[src/rtl/alu_pkg.sv]
// Shared ALU definitions for the signed-magnitude units (add_sub, sm_divider):
// FSM state encoding, default operand width and sign normalisation.
package alu_pkg;

  // Default operand width including the sign bit.
  localparam int SM_DEFAULT_W = 3;

  typedef enum logic [1:0] {
    IDLE = 2'd0,
    DIV  = 2'd1,
    DONE = 2'd2
  } state_e;

  // Returns the sign bit to emit for a signed-magnitude value: a zero
  // magnitude always carries sign 0, so -0 never leaves the ALU.
  function automatic logic sm_norm(input logic sign, input logic mag_zero);
    return sign & ~mag_zero;
  endfunction

endpackage

[src/rtl/sm_divider_if.sv]
// Operand/result bundle of the signed-magnitude divider.
// master: the requester (ALU sequencer or bench); slave: the divider.
interface sm_divider_if #(parameter int W = 3);
  logic         start;
  logic [W-1:0] A;
  logic [W-1:0] B;
  logic [W-1:0] Q;
  logic [W-1:0] REM;
  logic         SF;
  logic         DZF;
  logic         ZF;
  logic         busy;
  logic         done;

  modport master (
    output start, A, B,
    input  Q, REM, SF, DZF, ZF, busy, done
  );

  modport slave (
    input  start, A, B,
    output Q, REM, SF, DZF, ZF, busy, done
  );
endinterface

[src/rtl/sm_divider_div_step.sv]
// One restoring-division iteration: shift {r, q} left by one, try to
// subtract the divisor from r, keep the difference and set q[0] when it
// does not go negative.
module div_step #(
  parameter int M = 2
) (
  input  logic [M:0]   r_i,
  input  logic [M-1:0] q_i,
  input  logic [M-1:0] d_i,
  output logic [M:0]   r_o,
  output logic [M-1:0] q_o
);

  logic [M+1:0] r_sh;
  logic [M+1:0] trial;
  logic         fits;

  // Trial subtraction one bit wider than r so its MSB is the borrow.
  always_comb begin
    r_sh  = {r_i, q_i[M-1]};
    trial = r_sh - {2'b00, d_i};
    fits  = ~trial[M+1];
    r_o   = fits ? trial[M:0] : r_sh[M:0];
    q_o   = (q_i << 1) | M'(fits);
  end

endmodule

[src/rtl/sm_divider.sv]
// Sequential signed-magnitude restoring divider, one quotient bit per cycle,
// with start/busy/done handshake and SF/DZF/ZF flags matching add_sub.
// Optional macro DIV_EARLY_EXIT_EN: when |A| < |B| (including |A| == 0) the
// result is produced straight from IDLE instead of running the DIV cycles.
module sm_divider
  import alu_pkg::*;
#(
  parameter int W = SM_DEFAULT_W
) (
  input  logic           clk,
  input  logic           rst,
  sm_divider_if.slave    bus
);

  localparam int M  = W - 1;
  localparam int CW = (M > 1) ? $clog2(M) : 1;

  state_e         state_q, state_d;
  logic [CW-1:0]  cnt_q;
  logic [M:0]     r_q;
  logic [M-1:0]   q_q;
  logic [M-1:0]   d_q;
  logic           sa_q;
  logic           sb_q;

  logic [W-1:0]   q_res_q;
  logic [W-1:0]   rem_res_q;
  logic           sf_q;
  logic           dzf_q;
  logic           zf_q;

  logic [M:0]     r_next;
  logic [M-1:0]   q_next;
  logic [M-1:0]   a_mag;
  logic [M-1:0]   b_mag;
  logic           b_zero;
  logic           early;

  assign a_mag  = bus.A[M-1:0];
  assign b_mag  = bus.B[M-1:0];
  assign b_zero = (b_mag == '0);

`ifdef DIV_EARLY_EXIT_EN
  // Quotient is known to be zero without iterating.
  assign early = (a_mag < b_mag);
`else
  assign early = 1'b0;
`endif

  div_step #(.M(M)) u_step (
    .r_i (r_q),
    .q_i (q_q),
    .d_i (d_q),
    .r_o (r_next),
    .q_o (q_next)
  );

  // State register.
  // NOTE: clocked state uses non-blocking (<=) so every flop samples
  // pre-edge values regardless of process ordering.
  always_ff @(posedge clk) begin
    if (rst) state_q <= IDLE;
    else     state_q <= state_d;
  end

  // Next-state logic.
  // NOTE: state_d gets a default first so no path leaves it unassigned,
  // which would otherwise infer a latch.
  always_comb begin
    state_d = state_q;
    unique case (state_q)
      IDLE: if (bus.start) state_d = (b_zero || early) ? DONE : DIV;
      DIV:  if (cnt_q == '0) state_d = DONE;
      DONE: state_d = IDLE;
      default: state_d = IDLE;
    endcase
  end

  // Handshake outputs decoded from the state.
  always_comb begin
    bus.busy = (state_q == DIV);
    bus.done = (state_q == DONE);
  end

  // Operand latch, iteration datapath and result registers; results only
  // change on the edge that enters DONE and are held until the next one.
  always_ff @(posedge clk) begin
    if (rst) begin
      cnt_q     <= '0;
      r_q       <= '0;
      q_q       <= '0;
      d_q       <= '0;
      sa_q      <= 1'b0;
      sb_q      <= 1'b0;
      q_res_q   <= '0;
      rem_res_q <= '0;
      sf_q      <= 1'b0;
      dzf_q     <= 1'b0;
      zf_q      <= 1'b0;
    end else begin
      unique case (state_q)
        IDLE: begin
          if (bus.start) begin
            r_q   <= '0;
            q_q   <= a_mag;
            d_q   <= b_mag;
            sa_q  <= bus.A[M];
            sb_q  <= bus.B[M];
            cnt_q <= CW'(M - 1);
            if (b_zero) begin
              q_res_q   <= '0;
              rem_res_q <= '0;
              sf_q      <= 1'b0;
              dzf_q     <= 1'b1;
              zf_q      <= 1'b0;
            end else if (early) begin
              q_res_q   <= '0;
              rem_res_q <= {sm_norm(bus.A[M], a_mag == '0), a_mag};
              sf_q      <= 1'b0;
              dzf_q     <= 1'b0;
              zf_q      <= 1'b1;
            end
          end
        end
        DIV: begin
          r_q   <= r_next;
          q_q   <= q_next;
          cnt_q <= cnt_q - CW'(1);
          if (cnt_q == '0) begin
            // Remainder is always below |B|, so it fits the magnitude field.
            q_res_q   <= {sm_norm(sa_q ^ sb_q, q_next == '0), q_next};
            rem_res_q <= {sm_norm(sa_q, r_next[M-1:0] == '0), r_next[M-1:0]};
            sf_q      <= sm_norm(sa_q ^ sb_q, q_next == '0);
            dzf_q     <= 1'b0;
            zf_q      <= (q_next == '0);
          end
        end
        default: ;
      endcase
    end
  end

  assign bus.Q   = q_res_q;
  assign bus.REM = rem_res_q;
  assign bus.SF  = sf_q;
  assign bus.DZF = dzf_q;
  assign bus.ZF  = zf_q;

endmodule
[src/flat_wrapper.sv]
// flat-port wrapper written by rule: the top's interface ports become plain ports
module sm_divider_flat import alu_pkg::*;
#(
  parameter int W = SM_DEFAULT_W
)
  (clk, rst, bus_start, bus_A, bus_B, bus_Q, bus_REM, bus_SF, bus_DZF, bus_ZF, bus_busy, bus_done);
  sm_divider_if #(.W(W)) bus_i ();
  input  logic clk;
  input  logic rst;
  input wire logic [$bits(bus_i.start)-1:0] bus_start;
  input wire logic [$bits(bus_i.A)-1:0] bus_A;
  input wire logic [$bits(bus_i.B)-1:0] bus_B;
  output wire logic [$bits(bus_i.Q)-1:0] bus_Q;
  output wire logic [$bits(bus_i.REM)-1:0] bus_REM;
  output wire logic [$bits(bus_i.SF)-1:0] bus_SF;
  output wire logic [$bits(bus_i.DZF)-1:0] bus_DZF;
  output wire logic [$bits(bus_i.ZF)-1:0] bus_ZF;
  output wire logic [$bits(bus_i.busy)-1:0] bus_busy;
  output wire logic [$bits(bus_i.done)-1:0] bus_done;
  assign bus_i.start = bus_start;
  assign bus_i.A = bus_A;
  assign bus_i.B = bus_B;
  assign bus_Q = bus_i.Q;
  assign bus_REM = bus_i.REM;
  assign bus_SF = bus_i.SF;
  assign bus_DZF = bus_i.DZF;
  assign bus_ZF = bus_i.ZF;
  assign bus_busy = bus_i.busy;
  assign bus_done = bus_i.done;
  sm_divider #(.W(W)) u_core (.clk(clk), .rst(rst), .bus(bus_i));
endmodule
[config.mk]
export PLATFORM = sky130hd
export DESIGN_NAME = sm_divider_flat
export DESIGN_NICKNAME = d
export VERILOG_FILES = /design/src/rtl/alu_pkg.sv /design/src/rtl/sm_divider_if.sv /design/src/rtl/sm_divider_div_step.sv /design/src/rtl/sm_divider.sv /design/src/flat_wrapper.sv
export SDC_FILE = /design/constraint.sdc
export NUM_CORES = 1
export LEC_CHECK = 0
export ABC_CLOCK_PERIOD_IN_PS = 2000
export CORE_UTILIZATION = 40
export DETAILED_ROUTE_END_ITERATION = 10
export PLACE_DENSITY_LB_ADDON = 0.15
export SYNTH_ARGS = -nofsm -noshare
export SYNTH_HDL_FRONTEND = slang
export SYNTH_HIERARCHICAL = 1
export SYNTH_SLANG_ARGS = --single-unit
[constraint.sdc]
create_clock -name clk -period 2 [get_ports clk]
set_input_delay 0.4 -clock clk [delete_from_list [all_inputs] [get_ports clk]]
set_output_delay 0.4 -clock clk [all_outputs]
set_load 0.01 [all_outputs]
[Yosys cells after proc, flatten, opt, wreduce, memory -nomap -nowiden]
Index checks and enable logic that the tools add are counted.
W data, S select, Z words.
Cells by class
  add/sub/neg operators: 2
  equality and inequality tests: 5
  muxes and demuxes: 27
  bitwise gates (word level): 7
  reduce and logical (&&, ||, !) cells: 9
Operator list (number)
  $mux W3: 6
  $pmux W3 S2: 3
  $logic_not A2 Y1: 4
  $mux W1: 8
  $mux W2: 4
  $pmux W1 S2: 4
  $pmux W2 S2: 2
  $reduce_and A2 Y1: 3
  $ne A2 B2 Y1 const B: 2
  $reduce_and A4 Y1: 1
  $sub A4 B2 Y4: 1
  $not A1 Y1: 3
  $and A1 B1 Y1: 2
  $eq A2 B1 Y1 const B: 1
  $eq A2 B2 Y1 const B: 1
  $ne A2 B1 Y1 const B: 1
  $or A2 B1 Y2: 1
  $reduce_bool A2 Y1: 1
  $sub A1 B1 Y1 const B: 1
  $xor A1 B1 Y1: 1
Word-level totals
  register bits after elaboration: 21
  output and inout bits: 11
  word-level logic and storage cells: 62

[Logic depth before layout (Yosys ltp)]
Gate-level depths: netlist (run 1).
  depth in word-level cells: 8
  gate-level depth with buffers: 9
  depth with buffers taken out: 8

[By module]
Netlist (run 1), hierarchy kept.
Modules (own cells, without submodules)
  sm_divider: instances 1, cells each 89, area an instance 863.3 µm², seq. area each 400.4 µm²
  div_step: instances 1, cells each 34, area an instance 244.0 µm², seq. area each 0.0 µm²

[Worst setup path before layout (run 1)]
OpenSTA, ideal clock, no wires.
  path kind: reg2reg
  start: reg u_core.q_q[1]
  end: reg u_core.rem_res_q[2] (netlist: u_core/bus.REM[2])
  setup time: 0.130 ns
  arrival: 1.829 ns
  setup slack: 0.041 ns
  cell stages (with the launch flop): 9
  cell sequence: dfxtp_1 > inv_1 > ha_1 > fa_1 > nand2_1 > a2111oi_2 > nor2_1 > o211ai_1 > o22ai_1
Between the ends
  longest elaborated chain between the ends: 7
RTL lines
  from (decl): line sm_divider.sv:21  | logic [M-1:0] q_q;
  from (signal assigned): line sm_divider.sv:105  | q_q <= a_mag;
  from (signal assigned): line sm_divider.sv:127  | q_q <= q_next;
  $sub A4 B2 Y4: line sm_divider_div_step.sv:21  | trial = r_sh - {2'b00, d_i};
  $mux W3: line sm_divider_div_step.sv:23  | r_o = fits ? trial[M:0] : r_sh[M:0];
  via u_core.r_next[1]: line sm_divider.sv:32  | logic [M:0] r_next;
  $logic_not A2 Y1: line sm_divider.sv:132  | rem_res_q <= {sm_norm(sa_q, r_next[M-1:0] == '0), r_next[M-1:0]};
  $not A1 Y1: line alu_pkg.sv:17  | return sign & ~mag_zero;
  $and A1 B1 Y1: line alu_pkg.sv:17
  $mux W3: line sm_divider.sv:129  | if (cnt_q == '0) begin
  $pmux W3 S2: line sm_divider.sv:101  | unique case (state_q)
  to (signal assigned): line sm_divider.sv:118  | rem_res_q <= {sm_norm(bus.A[M], a_mag == '0), a_mag};
  to (signal assigned): line sm_divider.sv:132
  to (decl): line sm_divider.sv:27  | logic [W-1:0] rem_res_q;
The timed path passes the listed nets, and every way through them passes these cells. The select of a mux whose other input is x is not followed.
A chain may end at the register's enable or synchronous reset.

[Worst setup path in the final report (run 1)]
Same ends and word-level chain as after synthesis.

==> impl_results.md, run 1 <==
- Register area share after synthesis: 36.2%
- First-pass GRT wire length: 3.91 mm
- P per Cell Area: 675 nW/um^2
- Reg2reg start: u_core/q_q[1]$_SDFFE_PP0P_
- Post-DP Area: 1370 sq um
- Setup-failing EPs final: 1
- Syn_area_per_cell: 9.00 sq um
- Port bufs: 19
- Final HPWL DP: 1.79 mm
- Bufs on Longest Clock Path: 2
- Crit. End Element: flip-flop
- Drt pass-1 iters: 4
- Final period utilization: 100%
- Crit path kind: reg2reg
- Die area: 2980 sq um
- Final cell count without fillers: 182
- Slew margin rel.: 71.0%
- DR WL/cell: 14.1 microns
- Layout Skew: 4.92 ps
- Worst setup startpoint: u_core/q_q[1]$_SDFFE_PP0P_
- Ant diodes: 0
- Grt total ovfl: 0
- Largest net degree at the start of global routing: 27
- Starting Density: 43.5%
- Setup slack after layout: -7.44 ps
- Crit-path max cell delay: 520 ps
- Power Total: 0.983 mW
- Synth cell types: 36
- Hold Slack: 484 ps
- Final Max Tran Viols: 0
- Root Buffer: clkbuf_4
- CP Buf/Inv Count: 1
- Cell total after placement: 176
- Avg Vias per Cell: 5.37
- Skew-Pair Late Insertion Delay: 310 ps
- CP delay by family, top: adder cells
- CTS Buf Count: 3
- Drt drc: 0
- Pin slew with the least headroom to its limit: 434 ps
- Min-delay src: u_core/bus.REM[0]$_SDFFE_PP0P_
- Crit path DAT: 2210 ps
- Commonest cells post-synth: dfxtp_1, nand2b_1, nor2_1
- Critical path cell sequence: inv_2 -> ha_4 -> fa_1 -> nand2_2 -> a2111oi_4 -> nor2_2 -> o211ai_1 -> o22ai_1
- Clock Sinks: 20
- Peak fanout along the critical path: 3
- Vias in the first global route: 839
- Seq cells post-synth: 20
- Peak supply drop: 431 uV
- CP max-delay cell: fa_1
- Worst min-delay path category: reg2reg
- Setup crit start kind: flip-flop
- Synth area leaders: dfxtp_1, nand2b_1, mux2i_1
- Final Cell Area: 1460 sq um
- Post-layout util: 57.2%
- Via count: 977
- CP Data Required Time: 2200 ps
- DRT antenna net count: 0
- Top-count cell post-synth: dfxtp_1
- DRT iter0 DRCs: 21
- Nets: 165
- Post-synth EDFFs: 0
- Asr flop ratio synth: 0%
- Clk slew on worst S/H paths: 120 ps
- Std cell rows: 18
- Final Hold Viols: 0
- Status: complete, but fails checks
- CTS tree: done
- GP Congestion: 0.819
- Tot GR Track Use: 19.1%
- Yosys top cell area share: 36.2%
- I/O Pins: 20
- Die H: 54.6 microns
- RSZ-0062 raised after global routing: true
- Max Cap Viol: 0
- Initial antenna violation count: 0
- Die X: 54.6 microns
- LEAKAGE: 0.569 nW
- CTS H-Tree Depth: 1
- Post-route minimum period: 2010 ps
- Synth warn: 6
- Area leader, netlist: dfxtp_1
- Syn Inst Count: 123
- Area growth from synthesis to layout: 31.5%
- Syn_nets: 135
- Layout cell share with drive strength beyond 1: 22.4%
- Top FF cell, synth: dfxtp_1
- Synthesized area: 1110 sq um
- Fmax: 498 MHz
- Detailed-route wire length: 2.57 mm
- Core ar.: 2540 sq um
- Fill cells: 231
- Failing checks: negative setup slack
[final cells by class]
cell class / count / area (sq um) / share of cell area, %
inverters: 7 / 26.3 / 1.80
well taps: 30 / 37.5 / 2.58
multi-input cells: 88 / 653 / 44.8
flip-flops and latches: 20 / 405 / 27.8
clock buffers: 4 / 36.3 / 2.49
repair buffers: 33 / 298 / 20.4
[through the flow]
step	setup TNS, ps	worst slack [ps]
2_1_floorplan	0	40.9
3_3_place_gp	0	21.3
3_5_place_dp	-91.5	-69.2
4_1_cts	-18.1	-18.1
5_1_grt	-159	-112
6_report	-7.44	-7.44
[layer usage]
metal  GRT usage, %  vias to the layer above  routed length [microns]
li1               -                      483                        -
met3           3.33                        5                       93
met1           25.6                      461                     1250
met2           29.1                       28                     1180
met5              0                        -                        0
met4           8.97                        0                       46
[cell usage in the layout (no fill, tap or decap), types with 2 or more instances in the layout]
cell,n
nor3b_1,3
clkdlybuf4s50_1,18
nor2_1,11
buf_4,14
mux2i_1,5
nand2_1,3
dfxtp_1,16
a22oi_1,5
clkbuf_4,3
dfxtp_2,4
nand2b_1,15
nor2b_1,3
o21ai_0,8
inv_1,6
o221a_2,2
o22a_1,2
nand3b_1,5
a21oi_1,4
[state kept, by name, indices dropped and copies added, names as in the netlist]
signal and flops:
u_core/d_q 2, u_core/bus.Q 3, u_core/r_q 3, u_core/sb_q 1, u_core/q_q 2, u_core/bus.DZF 1, u_core/cnt_q 1, u_core/sa_q 1
u_core/bus.ZF 1, u_core/state_q 2, u_core/bus.REM 3
[path summary, 6_finish.rpt]
check                                                       to  slack, ps  cells past startpoint
worst max-delay path            u_core/bus.REM[2]$_SDFFE_PP0P_         -7                      8
worst min-delay path            u_core/bus.REM[0]$_SDFFE_PP0P_        480                      2
worst max register to register  u_core/bus.REM[2]$_SDFFE_PP0P_         -7                      8
worst min register to register  u_core/bus.REM[0]$_SDFFE_PP0P_        480                      2
[tightest hold or removal path, delay by kind of cell, from the launching register on]
| kind | cells | cell delay [ps] |
|---|---|---|
| AOI/OAI and AO/OA | 1 | 60 |
| DFF | 1 | 330 |
| and+or+nand+nor | 1 | 60 |
[report_power, final]
group	total, mW	switching (mW)	internal, mW
registers	0.454	0.0293	0.425
clock network	0.251	0.139	0.111
logic	0.279	0.129	0.149
total	0.983	0.298	0.685
[cells by family after synthesis]
group | count (synthesis) | share of synthesized area, %
AOI/OAI and AO/OA | 27 | 18.5
muxes | 5 | 4.52
DFF | 20 | 36.2
xor gates and xnor gates | 2 | 1.58
buffers and inverters | 15 | 7.57
adders and majority gates | 3 | 4.07
and+or+nand+nor | 51 | 27.6
[repair_timing]
| action | in CTS | in global routing |
|---|---|---|
| pin swaps | 5 | 4 |
| endpoints found under the hold margin | 0 | 0 |
| endpoints found under the setup margin | 4 | 4 |
| hold buffers | 0 | 0 |
| setup buffers | 1 | 1 |
| gates resized for setup | 6 | 5 |
(Power assumes the default switching activity.)
==> run 2, diff against run 1 <==
--- a/config.mk
+++ b/config.mk
@@ -5,9 +5,10 @@
 export SDC_FILE = /design/constraint.sdc
 export NUM_CORES = 1
 export LEC_CHECK = 0
-export ABC_CLOCK_PERIOD_IN_PS = 2000
+export ABC_CLOCK_PERIOD_IN_PS = 1830
 export CORE_UTILIZATION = 40
 export DETAILED_ROUTE_END_ITERATION = 10
+export GPL_ROUTABILITY_DRIVEN = 1
 export PLACE_DENSITY_LB_ADDON = 0.15
 export SYNTH_ARGS = -nofsm -noshare
 export SYNTH_HDL_FRONTEND = slang
==> constraint.sdc (replaced) <==
create_clock -name clk -period 1.83 [get_ports clk]
set_input_delay 0.366 -clock clk [delete_from_list [all_inputs] [get_ports clk]]
set_output_delay 0.366 -clock clk [all_outputs]
set_load 0.01 [all_outputs]
==> impl_results.md, run 2 (synthesis gave the netlist of run 1 again) <==
- Met2 GRT Util: 33.7% (+4.6 points)
- Final cell count without fillers: 188 (+3.3%)
- Slew margin rel.: 71.7% (+0.65 points)
- Combinational power share: 31.0% (+2.7 points)
- CP Data Required Time: 2040 ps (-160 ps)
- Met3 Resource Use GR: 3.61% (+0.28 points)
- CP max-delay cell: fa_1
- CTS Buf Count: 3 (unchanged)
- Drt drc: 0 (unchanged)
- Core ar.: 2540 sq um (unchanged)
- Layout cell share with drive strength beyond 1: 26.6% (+4.2 points)
- Internal Power: 0.768 mW (+12%)
- Hold Slack: 483 ps (-0.888 ps)
- Sw Share: 29.9% (-0.39 points)
- GP Congestion: 0.832 (+1.7%)
- Setup-failing EPs final: 4 (+3)
- P per Cell Area: 723 nW/um^2 (+7.2%)
- Status: complete, but fails checks
- Peak fanout along the critical path: 3 (unchanged)
- First-pass GRT wire length: 4.21 mm (+7.6%)
- CP Buf/Inv Count: 2 (+1)
- CP delay by family, top: adder cells
- Flop pwr share: 44.6% (-1.6 points)
- Peak supply drop: 442 uV (+2.5%)
- Setup crit start kind: flip-flop
- Nets: 171 (+3.6%)
- Max Cap Viol: 0 (unchanged)
- Clk slew on worst S/H paths: 120 ps (about the same)
- GRT busiest layer: met2
- Clock Sinks: 20 (unchanged)
- Post-layout util: 59.5% (+2.3 points)
- Ant diodes: 0 (unchanged)
- Final Max Tran Viols: 0 (unchanged)
- CTS H-Tree Depth: 1 (unchanged)
- Final Hold Viols: 0 (unchanged)
- Final period utilization: 108% (+8.1 points)
- Via count: 997 (+2.0%)
- Port bufs: 19 (unchanged)
- LEAKAGE: 0.605 nW (+6.3%)
- Largest net degree at the start of global routing: 27 (unchanged)
- Crit. End Element: flip-flop
- Tot GR Track Use: 20.3% (+1.3 points)
- Setup slack after layout: -155 ps (-148 ps)
- RSZ-0062 raised after global routing: true
- Root Buffer: clkbuf_4
- I/O Pins: 20 (unchanged)
- Leading cell type in the layout, fill and taps excluded: buf_4
- Crit-path max cell delay: 520 ps (about the same)
- Fmax: 504 MHz (+1.1%)
- Layout Skew: 6.98 ps (+2.05 ps)
- Starting Density: 43.5% (unchanged)
- Clock share of power: 24.4% (-1.1 points)
- CTS tree: done
- Skew-Pair Late Insertion Delay: 310 ps (about the same)
- Detailed-route wire length: 2.65 mm (+3.2%)
- Die X: 54.6 microns (unchanged)
- Final HPWL DP: 1.89 mm (+5.6%)
- Worst min-delay path category: reg2reg
- Net Switching: 0.328 mW (+10%)
- Die H: 54.6 microns (unchanged)
- Critical path cell sequence: inv_2 -> ha_4 -> fa_1 -> nand2_2 -> a2111oi_4 -> nor2_2 -> buf_4 -> nand3b_1 -> o21ai_1
- DR WL/cell: 14.1 microns (-0.14%)
- Die area: 2980 sq um (unchanged)
- Met1 Usage GRT: 24.4% (-1.2 points)
- Pin slew with the least headroom to its limit: 424 ps (-9.78 ps)
- Most frequent cells in the layout: buf_4, clkdlybuf4s50_1, dfxtp_1, nand2b_1, nor2_1
- DRT iter0 DRCs: 17 (-19%)
- Crit path kind: reg2reg
- Drt pass-1 iters: 4 (unchanged)
- Avg Vias per Cell: 5.30 (-1.2%)
- Cell total after placement: 182 (+3.4%)
- Bufs on Longest Clock Path: 2 (unchanged)
- Post-route minimum period: 1990 ps (-22.3 ps)
- DRT antenna net count: 0 (unchanged)
- Failing checks: negative setup slack
- Crit path DAT: 2190 ps (-20 ps)
- Std cell rows: 18 (unchanged)
- Hold buffers post-CTS: 0 (unchanged)
- Vias in the first global route: 938 (+12%)
- Grt total ovfl: 0 (unchanged)
- Area growth from synthesis to layout: 36.7%
- Initial antenna violation count: 0 (unchanged)
-- run 2: changes by cell type in the layout (fill, tap and decap cells not counted) --
| cell | before | now |
|---|---|---|
| o21ai_1 | 0 | 1 |
| a22oi_2 | 0 | 1 |
| nand2b_4 | 0 | 1 |
| a22oi_1 | 5 | 4 |
| buf_4 | 14 | 20 |
| o21ai_0 | 8 | 7 |
| nand2b_1 | 15 | 14 |
-- run 2: worst paths after layout --
check	end	slack, ps	cells past startpoint	start
setup / recovery	u_core/bus.REM[1]$_SDFFE_PP0P_	-160	9	u_core/q_q[1]$_SDFFE_PP0P_
hold / removal	u_core/bus.Q[1]$_SDFFE_PP0P_	480	2	u_core/bus.Q[1]$_SDFFE_PP0P_
hold reg to reg	u_core/bus.Q[1]$_SDFFE_PP0P_	480	2	u_core/bus.Q[1]$_SDFFE_PP0P_
setup reg to reg	u_core/bus.REM[1]$_SDFFE_PP0P_	-160	9	u_core/q_q[1]$_SDFFE_PP0P_
-- run 2: power by group through the flow --
stage	clock (mW)	sequential [mW]	combinational (mW)
after CTS	0.285	0.489	0.315
after detailed placement	0	0.497	0.301
after global routing	0.298	0.494	0.374
final	0.267	0.489	0.340
after global placement	0	0.495	0.297
after floorplan	0	0.493	0.185
-- run 2: final cells by class --
| type | instances | area (sq um) |
|---|---|---|
| Fill cell | 239 | 1030 |
| Multi-Input combinational cell | 88 | 666 |
| Sequential cell | 20 | 405 |
| Timing Repair Buffer | 39 | 343 |
| Tap cell | 30 | 37.5 |
| Clock buffer | 4 | 36.3 |
| Inverter | 7 | 26.3 |
-- run 2: metrics by stage --
stage	setup TNS, ps	worst slack (ps)	total power, mW	cell area, sq um
2_1_floorplan	-37.8	-37.8	0.678	1110
3_3_place_gp	-214	-50.9	0.791	1420
6_report	-408	-155	1.10	1510
5_1_grt	-866	-290	1.17	1510
3_5_place_dp	-644	-133	0.798	1420
4_1_cts	-338	-138	1.09	1480
-- run 2: layer usage --
| metal | vias to the layer above | wire, microns | share of wire, % |
|---|---|---|---|
| met3 | 2 | 110 | 4.1 |
| li1 | 500 | - | - |
| met2 | 24 | 1340 | 50 |
| met5 | - | 0 | 0 |
| met1 | 471 | 1170 | 44 |
| met4 | 0 | 32 | 1.2 |
-- run 2: worst min-delay path, cell delays in order, from the launching register on --
cell and delay, ps:
dfxtp_1 330, nand2b_1 60, o21ai_0 60
-- run 2: repair_timing --
item / CTS / global route
setup endpoints to repair: 5 / 5
hold endpoints to repair: 0 / 0
buffers inserted: 1 / 1
gates resized for setup: 7 / 5
pin swaps: 4 / 3
